===== config.mk =====
export PLATFORM = sky130hd
export DESIGN_NAME = baccarat_dealer
export DESIGN_NICKNAME = d
export VERILOG_FILES = /design/src/rtl/baccarat_pkg.sv /design/src/rtl/banker_draw_rule.sv /design/src/rtl/baccarat_dealer.sv
export SDC_FILE = /design/constraint.sdc
export NUM_CORES = 1
export LEC_CHECK = 0
export BUFFER_PORTS_ARGS = -buffer_cell sky130_fd_sc_hd__buf_2
export CORE_UTILIZATION = 58
export CTS_CLUSTER_DIAMETER = 120
export DETAILED_ROUTE_END_ITERATION = 10
export GPL_ROUTABILITY_DRIVEN = 0
export PLACE_DENSITY = 0.85
export SETUP_SLACK_MARGIN = 0.05
export SYNTH_ARGS = -nofsm -noshare
export SYNTH_HDL_FRONTEND = slang
export SYNTH_SLANG_ARGS = --single-unit

===== constraint.sdc =====
create_clock -name slow_clock -period 6.5 [get_ports slow_clock]
set_input_delay 0 -clock slow_clock [delete_from_list [all_inputs] [get_ports slow_clock]]
set_output_delay 0 -clock slow_clock [all_outputs]
set_load 0.01 [all_outputs]

===== src/rtl/baccarat_pkg.sv =====
// Shared types and helpers for the baccarat dealing sequencer.
package baccarat_pkg;

  typedef enum logic [3:0] {IDLE, P1, D1, P2, D2, EVAL, P3, D3C, D3, DONE} dealer_state_t;

  typedef logic [3:0] card_t;

  localparam card_t NATURAL_MIN = 4'd8;
  localparam card_t DRAW_MAX    = 4'd5;

  // Point value of a card: 10..13 (and out-of-range codes 14, 15) count as zero.
  function automatic card_t card_val(input card_t c);
    return (c >= 4'd10) ? 4'd0 : c;
  endfunction

  function automatic card_t add_mod10(input card_t a, input card_t b);
    logic [4:0] s;
    s = {1'b0, a} + {1'b0, b};
    if (s >= 5'd10) s = s - 5'd10;
    return s[3:0];
  endfunction

endpackage


===== src/rtl/banker_draw_rule.sv =====
// Third-card tableau for the banker once the player has drawn; purely combinational.
module banker_draw_rule
  import baccarat_pkg::*;
(
  input  card_t dscore,
  input  card_t v,
  output logic  draw
);

  always_comb begin
    draw = 1'b0;
    case (dscore)
      4'd0, 4'd1, 4'd2: draw = 1'b1;
      4'd3:             draw = (v != 4'd8);
      4'd4:             draw = (v >= 4'd2) && (v <= 4'd7);
      4'd5:             draw = (v >= 4'd4) && (v <= 4'd7);
      4'd6:             draw = (v >= 4'd6) && (v <= 4'd7);
      default:          draw = 1'b0;
    endcase
  end

endmodule


===== src/rtl/baccarat_dealer.sv =====
// Baccarat round sequencer: deals six hand registers, applies the tableau, flags the winner.
// Optional round statistics counters are compiled in with `define BACC_STATS_EN.
module baccarat_dealer
  import baccarat_pkg::*;
#(
  parameter int STAT_W = 8
) (
  input  logic  slow_clock,
  input  logic  resetb,
  input  logic  start,
  input  card_t card_in,
  input  logic  card_valid,
  output logic  card_ready,
  output card_t pcard1,
  output card_t pcard2,
  output card_t pcard3,
  output card_t dcard1,
  output card_t dcard2,
  output card_t dcard3,
  input  card_t pscore,
  input  card_t dscore,
  output logic  player_win,
  output logic  dealer_win,
  output logic  done
`ifdef BACC_STATS_EN
  ,
  output logic [STAT_W-1:0] player_wins,
  output logic [STAT_W-1:0] dealer_wins,
  output logic [STAT_W-1:0] ties
`endif
);

  dealer_state_t state, state_nx;
  logic  restart, xfer, draw, enter_done;
  card_t v3, dscore_fin;

  assign restart    = start && ((state == IDLE) || (state == DONE));
  assign xfer       = card_ready && card_valid;
  assign v3         = card_val(pcard3);
  assign enter_done = (state_nx == DONE) && (state != DONE);
  // Entering DONE from D3 happens on the same edge that loads dcard3, so the
  // external dscore does not yet include it; fold the incoming card in here.
  assign dscore_fin = (state == D3) ? add_mod10(dscore, card_val(card_in)) : dscore;

  banker_draw_rule u_banker_draw_rule (
    .dscore (dscore),
    .v      (v3),
    .draw   (draw)
  );

  always_ff @(posedge slow_clock or negedge resetb) begin
    if (!resetb) state <= IDLE;
    else         state <= state_nx;
  end

  always_comb begin
    state_nx   = state;
    card_ready = 1'b0;
    done       = 1'b0;
    case (state)
      IDLE: if (start) state_nx = P1;
      P1:   begin card_ready = 1'b1; if (card_valid) state_nx = D1;   end
      D1:   begin card_ready = 1'b1; if (card_valid) state_nx = P2;   end
      P2:   begin card_ready = 1'b1; if (card_valid) state_nx = D2;   end
      D2:   begin card_ready = 1'b1; if (card_valid) state_nx = EVAL; end
      EVAL: begin
        if ((pscore >= NATURAL_MIN) || (dscore >= NATURAL_MIN)) state_nx = DONE;
        else if (pscore <= DRAW_MAX)                             state_nx = P3;
        else if (dscore <= DRAW_MAX)                             state_nx = D3;
        else                                                     state_nx = DONE;
      end
      P3:   begin card_ready = 1'b1; if (card_valid) state_nx = D3C;  end
      D3C:  state_nx = draw ? D3 : DONE;
      D3:   begin card_ready = 1'b1; if (card_valid) state_nx = DONE; end
      DONE: begin done = 1'b1; if (start) state_nx = P1; end
      default: state_nx = IDLE;
    endcase
  end

  always_ff @(posedge slow_clock or negedge resetb) begin
    if (!resetb) begin
      {pcard1, pcard2, pcard3, dcard1, dcard2, dcard3} <= '0;
    end else if (restart) begin
      {pcard1, pcard2, pcard3, dcard1, dcard2, dcard3} <= '0;
    end else if (xfer) begin
      case (state)
        P1:      pcard1 <= card_in;
        D1:      dcard1 <= card_in;
        P2:      pcard2 <= card_in;
        D2:      dcard2 <= card_in;
        P3:      pcard3 <= card_in;
        D3:      dcard3 <= card_in;
        default: ;
      endcase
    end
  end

  always_ff @(posedge slow_clock or negedge resetb) begin
    if (!resetb) begin
      player_win <= 1'b0;
      dealer_win <= 1'b0;
    end else if (restart) begin
      player_win <= 1'b0;
      dealer_win <= 1'b0;
    end else if (enter_done) begin
      player_win <= (pscore >= dscore_fin);
      dealer_win <= (dscore_fin >= pscore);
    end
  end

`ifdef BACC_STATS_EN
  always_ff @(posedge slow_clock or negedge resetb) begin
    if (!resetb) begin
      player_wins <= '0;
      dealer_wins <= '0;
      ties        <= '0;
    end else if (enter_done) begin
      if (pscore == dscore_fin) begin
        if (ties != '1) ties <= ties + 1'b1;
      end else if (pscore > dscore_fin) begin
        if (player_wins != '1) player_wins <= player_wins + 1'b1;
      end else begin
        if (dealer_wins != '1) dealer_wins <= dealer_wins + 1'b1;
      end
    end
  end
`endif

endmodule


## Word level (Yosys, flattened, before mapping)

Cells that the tools add are included.

- Input bits: 16
- Output and inout bits: 28
- Logic and storage cells: 110
- Register bits: 30

- Multiplexer cells: 41
- Add/sub/neg operators: 2
- Reductions and logical operators: 27
- Equal/unequal tests: 18
- Order comparisons: 13

Operators with widths:

| cell | count |
|---|---|
| $mux 4 | 31 |
| $pmux 4 s9 | 1 |
| $eq 4x3->1 const B | 7 |
| $eq 4x2->1 const B | 4 |
| $ge 4x4->1 const B | 4 |
| $reduce_bool 2->1 | 8 |
| $eq 4x4->1 const B | 3 |
| $le 4x3->1 const B | 3 |
| $reduce_and 2->1 | 6 |
| $eq 4x1->1 const B | 2 |
| $ge 4x3->1 const B | 2 |
| $ge 4x4->1 | 2 |
| $logic_not 4->1 | 2 |
| $mux 1 | 8 |
| $ne 4x4->1 const B | 2 |
| $logic_and 1x1->1 | 6 |
| $reduce_or 6->1 | 1 |
| $add 4x4->5 | 1 |
| $ge 5x4->1 const B | 1 |
| $pmux 1 s5 | 1 |
| $ge 4x2->1 const B | 1 |
| $sub 4x4->4 const B | 1 |
| $reduce_or 3->1 | 1 |
| $logic_or 1x1->1 | 2 |
| $reduce_or 2->1 | 1 |

## Logic depth before layout (Yosys ltp)

Gate-level depths: netlist of run 1.

- Depth in word-level cells: 11
- Mapped depth: 16
- Gate-level depth less buffers: 15

## By module

A second synthesis of run 1 with hierarchy kept.

- Cells, all modules: 203
- Area total of the unflattened synthesis: 1925.6 um^2

Modules (own cells, without submodules):

| module | area an instance (um^2) | times used | sequential area each (um^2) | cells an instance |
|---|---|---|---|---|
| baccarat_dealer | 1873.0 | 1 | 750.7 | 197 |
| banker_draw_rule | 52.6 | 1 | 0.0 | 6 |

## Least setup slack after synthesis of run 1

OpenSTA, ideal clock, no wires.

- Path type: input to register
- Start: input card_in[3]
- End: register player_win
- Data arrival time: 3078 ps
- Required time: 6436 ps
- Slack: 3358 ps
- Stages on the path: 16
- Library setup time: 64 ps
- Buffers on the path: 1
- Cells stage by stage: clkbuf_1 -> o21ai_0 -> and2_1 -> ha_1 -> fa_1 -> xnor2_1 -> ha_1 -> a21boi_0 -> o21ai_0 -> a311oi_1 -> ha_1 -> a21o_1 -> a21oi_1 -> o21ai_0 -> a21oi_1 -> mux2_4

- Word-level cells in the longest chain between the ends: 9
- Elaborated cells on any way between the ends: 10
- Those cells by class: add/sub: 2; order compare: 3; mux: 5

Ends and longest elaborated chain:

| element | RTL line | RTL |
|---|---|---|
| start, declared | baccarat_dealer.sv:11 | `input card_t card_in,` |
| $ge 4x4->1 | baccarat_pkg.sv:13 | `return (c >= 4'd10) ? 4'd0 : c;` |
| $mux 4 (*) | baccarat_pkg.sv:13 |  |
| $add 4x4->5 (*) | baccarat_pkg.sv:18 | `s = {1'b0, a} + {1'b0, b};` |
| $sub 4x4->4 or $ge 5x4->1 (tied branches) | baccarat_pkg.sv:19 | `if (s >= 5'd10) s = s - 5'd10;` |
| $mux 4 (*) | baccarat_pkg.sv:19 |  |
| $mux 4 (*) | baccarat_dealer.sv:43 | `assign dscore_fin = (state == D3) ? add_mod10(dscore, card_val(card_in)) : dscore;` |
| $ge 4x4->1 (*) | baccarat_dealer.sv:106 | `player_win <= (pscore >= dscore_fin);` |
| $mux 1 (*) | baccarat_dealer.sv:105 | `end else if (enter_done) begin` |
| $mux 1 (*) | baccarat_dealer.sv:102 | `end else if (restart) begin` |
| end signal, assigned | baccarat_dealer.sv:106 |  |
| end, declared | baccarat_dealer.sv:22 | `output logic player_win,` |

Mark *: on every way between the ends. The rest lies on a longest branch, timed or not. The select of a mux whose other input is x is not followed.
A chain may end at the register's enable or synchronous reset.

## Worst setup path after layout of run 1

Same ends and word-level chain as after synthesis.

==> key figures, run 1 <==
Outcome
  – Status: finished clean

Critical path
  – Worst Setup End Kind: flop
  – Critical path startpoint category: primary input
  – Critical Path End: player_win$_DFFE_PN0P_
  – Worst path bufs/invs: 2
  – Worst path top cell family by delay: compound AO/OA/AOI/OAI gates
  – FF-to-FF path depth: 9
  – Required @ worst endpoint: 6.78 ns
  – Stages on worst setup path: 17
  – CP peak stage delay: about 0.52 ns
  – Reg-to-reg endpoint: player_win$_DFFE_PN0P_
  – Worst Path Max Fanout: 10
  – Crit path cell chain: dlygate4sd3_1 > buf_2 > o21ai_0 > and2_1 > ha_1 > fa_1 > xnor2_1 > ha_1 > a21boi_0 > o21ai_0 > a311oi_1 > ha_1 > a21o_1 > a21oi_1 > o21ai_0 > a21oi_1 > mux2_4
  – Worst Path Arrival: between 3 and 4 ns
  – WS Path Type: in2reg
  – Reg2reg setup slack: 3.73 ns
  – Slowest CP cell: dlygate4sd3_1
  – Setup crit start: card_in[3]
  – Origin of the critical flop-to-flop path: state[1]$_DFF_PN0_

Place
  – PortBufs: 43
  – Final HPWL DP: approximately 3.3 mm
  – Placed inst area: 0.002141 sq mm
  – Placed Cells: around 290
  – Post-Place Setup Slack: 3.133 ns

Detailed routing
  – M1 WL: 2.029 mm
  – Routed WL: 4.774 mm
  – Via count: 1767
  – Post-detailed-route count of antenna-violating nets: 0
  – DR DRC count: 0
  – Drt first-iter violations: 89
  – Metal2 WL: 2.478 mm
  – Drt pass-1 iters: 4
  – Vias per cell: 5.870
  – Routed length per instance: 15.86 um
  – Top Metal Used: met4
  – Routed wl met3: 235 um

Final layout
  – Register area: 750.7 sq um
  – Final instance area: 0.002261 sq mm
  – Fill cells: 264
  – Share of cells above drive strength 1: 0.2218
  – P&R area growth vs syn: 17.64%
  – Fin util: 0.7286
  – Final nets: 282
  – Fin cells: 301
  – Multi-input gate area: 0.001094 sq mm
  – Ant diodes: 0

Logic synthesis
  – Seq/Total Area, Yosys: 0.3906
  – Syn_nets: 238
  – Post-Synthesis Cells: 212
  – Ys flop type: dfrtp_1
  – Synth warnings: 0
  – Share of synthesized registers carrying an async set or reset: 1.000
  – Distinct cell type count after synthesis: 44
  – Syn Std Cell Area: 0.001922 sq mm
  – Synth Register Bits: 30
  – EDFF count, synth: 0
  – Avg Inst Size Synth: 9.065 sq um

CTS
  – Clk pin slew, worst setup/hold paths: 0.10 ns
  – Max Root-Sink Buffers: 2
  – Postcts setup bufs: 0
  – Clock Latency Late Sink: 0.33 ns
  – H-tree level count: 2
  – CTS Buf Count: 5
  – CTS tree: built
  – Sink Count: 30
  – Root buf cell: clkbuf_4

GRT
  – Largest net degree at the start of global routing: 31
  – Global-route usage over all layers: 0.2930
  – First-pass GRT wire length: 7.507 mm
  – Initial antenna violation count: 0
  – Total gr overflow: 0
  – Vias in the first global route: 1652

Floorplan
  – Die Width: 59.57 um
  – # rows: 20
  – Die height: 59.57 um
  – Initial Util: 0.6194
  – # IOs: 44
  – Die area: 0.003548 sq mm
  – Core area: between 0.003 and 0.004 sq mm

Timing
  – Fin Setup TNS: 0 ns
  – Worst-Margin Slew: about 1 ns
  – Final setup violation count: 0
  – Pins Over Slew Limit: 0
  – Unrepaired setup endpoints after global routing: false
  – Hold WS: ~0.16 ns
  – Worst Setup Slack, final: 2.865 ns
  – Clock Skews: around 0.014 ns
  – Slew HR: 0.3505
  – Fin crit share: 0.5592
  – Max Clk Rate: 275.1 MHz
  – Final Hold Viols: 0
  – Fin crit period: 3.635 ns

Hold path
  – HP Class: in2reg

Power
  – Clock power share: 0.134
  – Sequential share of power: 0.390
  – Power, Total: 0.8698 mW
  – Sw frac: 0.4411
  – VDD IR max: 0.2575 mV
  – NetSw: 0.3837 mW
  – Logic pwr share: 0.476
  – P_int: 0.4861 mW
  – PwrDens: 384.7 mW/mm^2
  – LEAKAGE: 1.175 nW

Run
  – Max cap viols: 0
-- worst min-delay path: cells and delay by family --
family,cells,cell delay (ns)
simple gates,3,0.31
buf+inv,1,0.10
compound gates,1,0.06
-- what timing repair did --
action	in CTS	in global routing
hold buffers	6	0
hold endpoints to repair	36	0
resized for setup	0	0
-- routing by layer --
metal,GRT usage,up-vias
met5,0,-
met4,0.1063,0
met3,0.05459,4
met2,0.5104,59
met1,0.3618,867
li1,-,837
-- synthesized netlist by cell type (3+ instances only) --
| cell | n | area (sq um) |
|---|---|---|
| nand2_1 | 14 | 52.55 |
| mux2i_1 | 21 | 210.2 |
| inv_1 | 7 | 26.28 |
| nand3_1 | 11 | 55.05 |
| nor2_1 | 29 | 108.9 |
| o21ai_0 | 11 | 55.05 |
| nor3_1 | 3 | 15.01 |
| nand4_1 | 4 | 25.02 |
| a21o_1 | 3 | 22.52 |
| nor2b_1 | 8 | 50.05 |
| dfrtp_1 | 30 | 750.7 |
| nand2b_1 | 5 | 31.28 |
| clkbuf_1 | 9 | 33.78 |
| ha_1 | 9 | 112.6 |
| a21oi_1 | 14 | 70.07 |
-- how the worst min path moves through the flow --
stage / from / endpoint / slack [ns] / cells past startpoint
floorplan: resetb / dcard1[0]$_DFFE_PN0P_ / -0.30 / 0
global placement: resetb / dcard2[0]$_DFFE_PN0P_ / 0.07 / 1
detailed placement: resetb / dcard2[0]$_DFFE_PN0P_ / 0.06 / 1
CTS: pscore[3] / state[3]$_DFF_PN0_ / 0.15 / 5
global route: card_valid / state[1]$_DFF_PN0_ / 0.19 / 4
finish: pscore[3] / state[3]$_DFF_PN0_ / 0.16 / 5
-- flip-flops by register name (all words and copies together) (netlist names) --
name	flops
dcard2	4
pcard3	4
dcard3	4
pcard2	4
pcard1	4
player_win	1
dcard1	4
state	4
dealer_win	1
-- cells in the final DEF, fill, tap and decap left out, types with 3 or more instances in the layout --
cell,instances
dfrtp_1,30
o21ai_0,11
a21o_1,3
nor2b_1,8
dlygate4sd3_1,6
buf_2,43
inv_1,7
nor3_1,3
mux2i_1,21
a21oi_1,14
nand2_1,14
clkbuf_4,5
nand4_1,4
nand2b_1,5
ha_1,9
nand3_1,11
nor2_1,29
-- layout make-up --
cell class              instances  area share
clock buffers                   7     0.02435
clock inverters                 1    0.002214
repair buffers                 49      0.1217
flip-flops and latches         30      0.3320
multi-input cells             163      0.4837
inverters                       7     0.01162
well taps                      44     0.02435
-- cell families after synthesis --
logic type | share of synthesized area
AND/OR/NAND/NOR | 0.2311
AO/OA/AOI/OAI | 0.1380
multiplexers | 0.1172
flip-flops | 0.3906
XOR/XNOR | 0.01367
buffers and inverters | 0.04037
adder cells (fa/ha/maj) | 0.06901
-- power groups by stage --
stage / registers (mW) / logic, mW / clock network [mW]
2_1_floorplan: 0.337 / 0.273 / 0
3_3_place_gp: 0.337 / 0.390 / 0
3_5_place_dp: 0.340 / 0.404 / 0
4_1_cts: 0.337 / 0.410 / 0.120
5_1_grt: 0.349 / 0.453 / 0.126
6_report: 0.339 / 0.414 / 0.117
No activity file was read; power rests on OpenSTA's default activity.
==> run 2, diff against run 1 <==
--- a/config.mk
+++ b/config.mk
@@ -6,11 +6,11 @@
 export NUM_CORES = 1
 export LEC_CHECK = 0
 export BUFFER_PORTS_ARGS = -buffer_cell sky130_fd_sc_hd__buf_2
-export CORE_UTILIZATION = 58
+export CORE_UTILIZATION = 49
 export CTS_CLUSTER_DIAMETER = 120
 export DETAILED_ROUTE_END_ITERATION = 10
 export GPL_ROUTABILITY_DRIVEN = 0
-export PLACE_DENSITY = 0.85
+export PLACE_DENSITY = 0.76
 export SETUP_SLACK_MARGIN = 0.05
 export SYNTH_ARGS = -nofsm -noshare
 export SYNTH_HDL_FRONTEND = slang
==> constraint.sdc (replaced) <==
create_clock -name slow_clock -period 3.3 [get_ports slow_clock]
set_input_delay 0 -clock slow_clock [delete_from_list [all_inputs] [get_ports slow_clock]]
set_output_delay 0 -clock slow_clock [all_outputs]
set_load 0.01 [all_outputs]
==> run 2 against run 1 <==
Non-clock buffer count is 1 lower; flip-flop and latch count stayed put; global-route usage is 6.0 points lower; critical path type unchanged; critical endpoint unchanged; largest power group unchanged; highest routed layer unchanged.
==> key figures, run 2 (synthesized netlist as in run 1, its figures left out) <==
Floorplan
  – Initial Util: 0.5172 (-0.1022)
  – Die Width: 64.63 um (+8.5%)
  – Die height: 64.63 um (+8.5%)
  – Die area: 0.004176 sq mm (+18%)
  – # IOs: 44 (unchanged)
  – Core area: 0.003716 sq mm (+20%)
  – # rows: 22 (+10%)

Critical path
  – Most frequent cell on the critical path: o21ai_0
  – FF-to-FF path depth: 9 (unchanged)
  – Worst Path Max Fanout: 5 (-5)
  – Origin of the critical flop-to-flop path: state[3]$_DFF_PN0_
  – Worst Setup End Kind: flop
  – Worst path bufs/invs: 1 (-1)
  – Worst Path Arrival: 3.04 ns (-0.87 ns)
  – Required @ worst endpoint: 3.52 ns (-3.26 ns)
  – Slowest CP cell: fa_1
  – CP peak stage delay: 0.43 ns (-0.09 ns)
  – Reg2reg setup slack: 0.65 ns (-3.08 ns)
  – WS Path Type: in2reg
  – Crit path cell chain: buf_2 > o21ai_0 > and2_1 > ha_1 > fa_1 > xnor2_2 > ha_2 > a21boi_1 > o21ai_0 > a311oi_1 > ha_1 > a21o_1 > a21oi_1 > o21ai_0 > a21oi_1 > mux2_4
  – Critical path startpoint category: primary input
  – Reg-to-reg endpoint: player_win$_DFFE_PN0P_
  – Setup crit start: card_in[2]
  – Worst path top cell family by delay: compound AO/OA/AOI/OAI gates

Final layout
  – Most common cell after layout, fill and taps aside: buf_2
  – Ant diodes: 0 (unchanged)
  – Final nets: 281 (-0.35%)
  – Share of cells above drive strength 1: 0.2461 (+0.02430)
  – P&R area growth vs syn: 19.01%
  – Commonest non-fill, non-tap cells in the layout: 43 x buf_2, 30 x dfrtp_1, 29 x nor2_1
  – Final instance area: 0.002287 sq mm (+1.2%)
  – Fill cells: 344 (+30%)

GRT
  – Vias in the first global route: 1561 (-5.5%)
  – Initial antenna violation count: 0 (unchanged)
  – Total gr overflow: 0 (unchanged)
  – Global-route usage over all layers: 0.2329 (-0.06010)
  – First-pass GRT wire length: 7.369 mm (-1.8%)
  – Largest net degree at the start of global routing: 31 (unchanged)

Hold path
  – Hold Crit Start: start
  – HP Class: in2reg
  – Hold Path Sink: state[3]$_DFF_PN0_
  – WHS Path Cells: 4 (-1)

Detailed routing
  – Routed length per instance: 14.36 um (-9.5%)
  – Vias per cell: 5.533 (-5.7%)
  – Routed WL: 4.365 mm (-8.6%)
  – Drt first-iter violations: 68 (-24%)
  – Drt pass-1 iters: 4 (unchanged)
  – DR DRC count: 0 (unchanged)
  – Via count: 1682 (-4.8%)
  – Post-detailed-route count of antenna-violating nets: 0 (unchanged)

CTS
  – H-tree level count: 2 (unchanged)
  – CTS tree: built
  – CTS Buf Count: 5 (unchanged)
  – Max Root-Sink Buffers: 2 (unchanged)
  – Root buf cell: clkbuf_8
  – Postcts setup bufs: 0 (unchanged)
  – Clock Latency Late Sink: 0.28 ns (-0.05 ns)
  – Sink Count: 30 (unchanged)
  – Clk pin slew, worst setup/hold paths: 0.07 ns (-0.03 ns)

Timing
  – Final setup violation count: 0 (unchanged)
  – Fin Setup TNS: 0 ns (unchanged)
  – Pins Over Slew Limit: 0 (unchanged)
  – Slew HR: 0.4302 (+0.07968)
  – Final Hold Viols: 0 (unchanged)
  – Max Clk Rate: about 350 MHz
  – Unrepaired setup endpoints after global routing: false
  – Worst-Margin Slew: 0.8482 ns (-0.1261 ns)
  – Clock Skews: 0.008110 ns (-0.005869 ns)
  – Fin crit share: 0.8559
  – Fin crit period: approximately 2.8 ns

Power
  – Sequential share of power: 0.375 (-0.015)
  – P_int: 1.030 mW (+110%)
  – Logic pwr share: 0.452 (-0.024)
  – Clock power share: 0.173 (+0.039)
  – Power, Total: 1.759 mW (+100%)
  – VDD IR max: 0.6229 mV (+140%)
  – PwrDens: 769.0 mW/mm^2 (+100%)
  – LEAKAGE: 1.191 nW (+1.4%)
  – Sw frac: 0.4146 (-0.02647)
  – NetSw: 0.7292 mW (+90%)

Place
  – PortBufs: 43 (unchanged)
  – Placed inst area: 0.002176 sq mm (+1.6%)
  – Final HPWL DP: 3.171 mm (-4.8%)

Run
  – Max cap viols: 0 (unchanged)

Outcome
  – Status: finished clean
[run 2: cell types whose count changed in the layout (fill, tap and decap cells not counted), moves of 4 or more]
cell / change
buf_4: +4
clkbuf_4: -5
clkbuf_8: +5
dlygate4sd3_1: -5
[run 2: per-layer routing]
metal,GRT usage,share of wire,up-vias
met1,0.3212,0.47,790
met3,0.05810,0.047,5
met2,0.3697,0.47,48
li1,-,-,839
met5,0,0,-
met4,0.05000,0.0087,0
[run 2: stage by stage]
step | cells | setup WS, ns | hold slack (ns) | utilization
final | 304 | 0.4756 | 0.01937 | 0.6155
after global routing | 304 | 0.09286 | 0.04000 | 0.6155
after CTS | 304 | 0.3127 | 0.01909 | 0.6128
after detailed placement | 295 | 0.01541 | 0.07093 | 0.5855
after global placement | 295 | 0.1876 | 0.07603 | 0.5855
after floorplan | 212 | 0.1580 | -0.2956 | -
[run 2: worst max path at each step]
stage | to | cells past startpoint | slack (ns)
6_report | player_win$_DFFE_PN0P_ | 16 | 0.48
4_1_cts | player_win$_DFFE_PN0P_ | 16 | 0.31
5_1_grt | player_win$_DFFE_PN0P_ | 16 | 0.09
2_1_floorplan | player_win$_DFFE_PN0P_ | 16 | 0.16
3_3_place_gp | player_win$_DFFE_PN0P_ | 16 | 0.19
3_5_place_dp | player_win$_DFFE_PN0P_ | 16 | 0.02
[run 2: power by group through the flow]
stage	Clock, mW	Sequential [mW]	Combinational (mW)
floorplan	0	0.663	0.537
finish	0.304	0.659	0.796
global placement	0	0.660	0.782
global route	0.326	0.682	0.891
detailed placement	0	0.661	0.795
CTS	0.308	0.658	0.799
[run 2: what timing repair did]
action / 4_1_cts / 5_1_grt
gates resized for setup: 0 / 3
endpoints found under the setup margin: 0 / 2
hold endpoints to repair: 30 / 0
hold buffers: 1 / 0
[run 2: cell type report]
type                       count  area [sq um]  share of cell area
clock buffer                   7         86.33             0.03775
clock inverter                 1         5.005            0.002188
inverter                       7         26.28             0.01149
multi-input combinational    163          1104              0.4825
sequential                    30         750.7              0.3282
tap                           48         60.06             0.02626
timing repair buffer          48         255.2              0.1116
[run 2: tightest hold or removal path, stage by stage]
cell	delay (ns)
buf_2	0.10
nand2_1	0.05
nand3_1	0.07
nand2_1	0.05
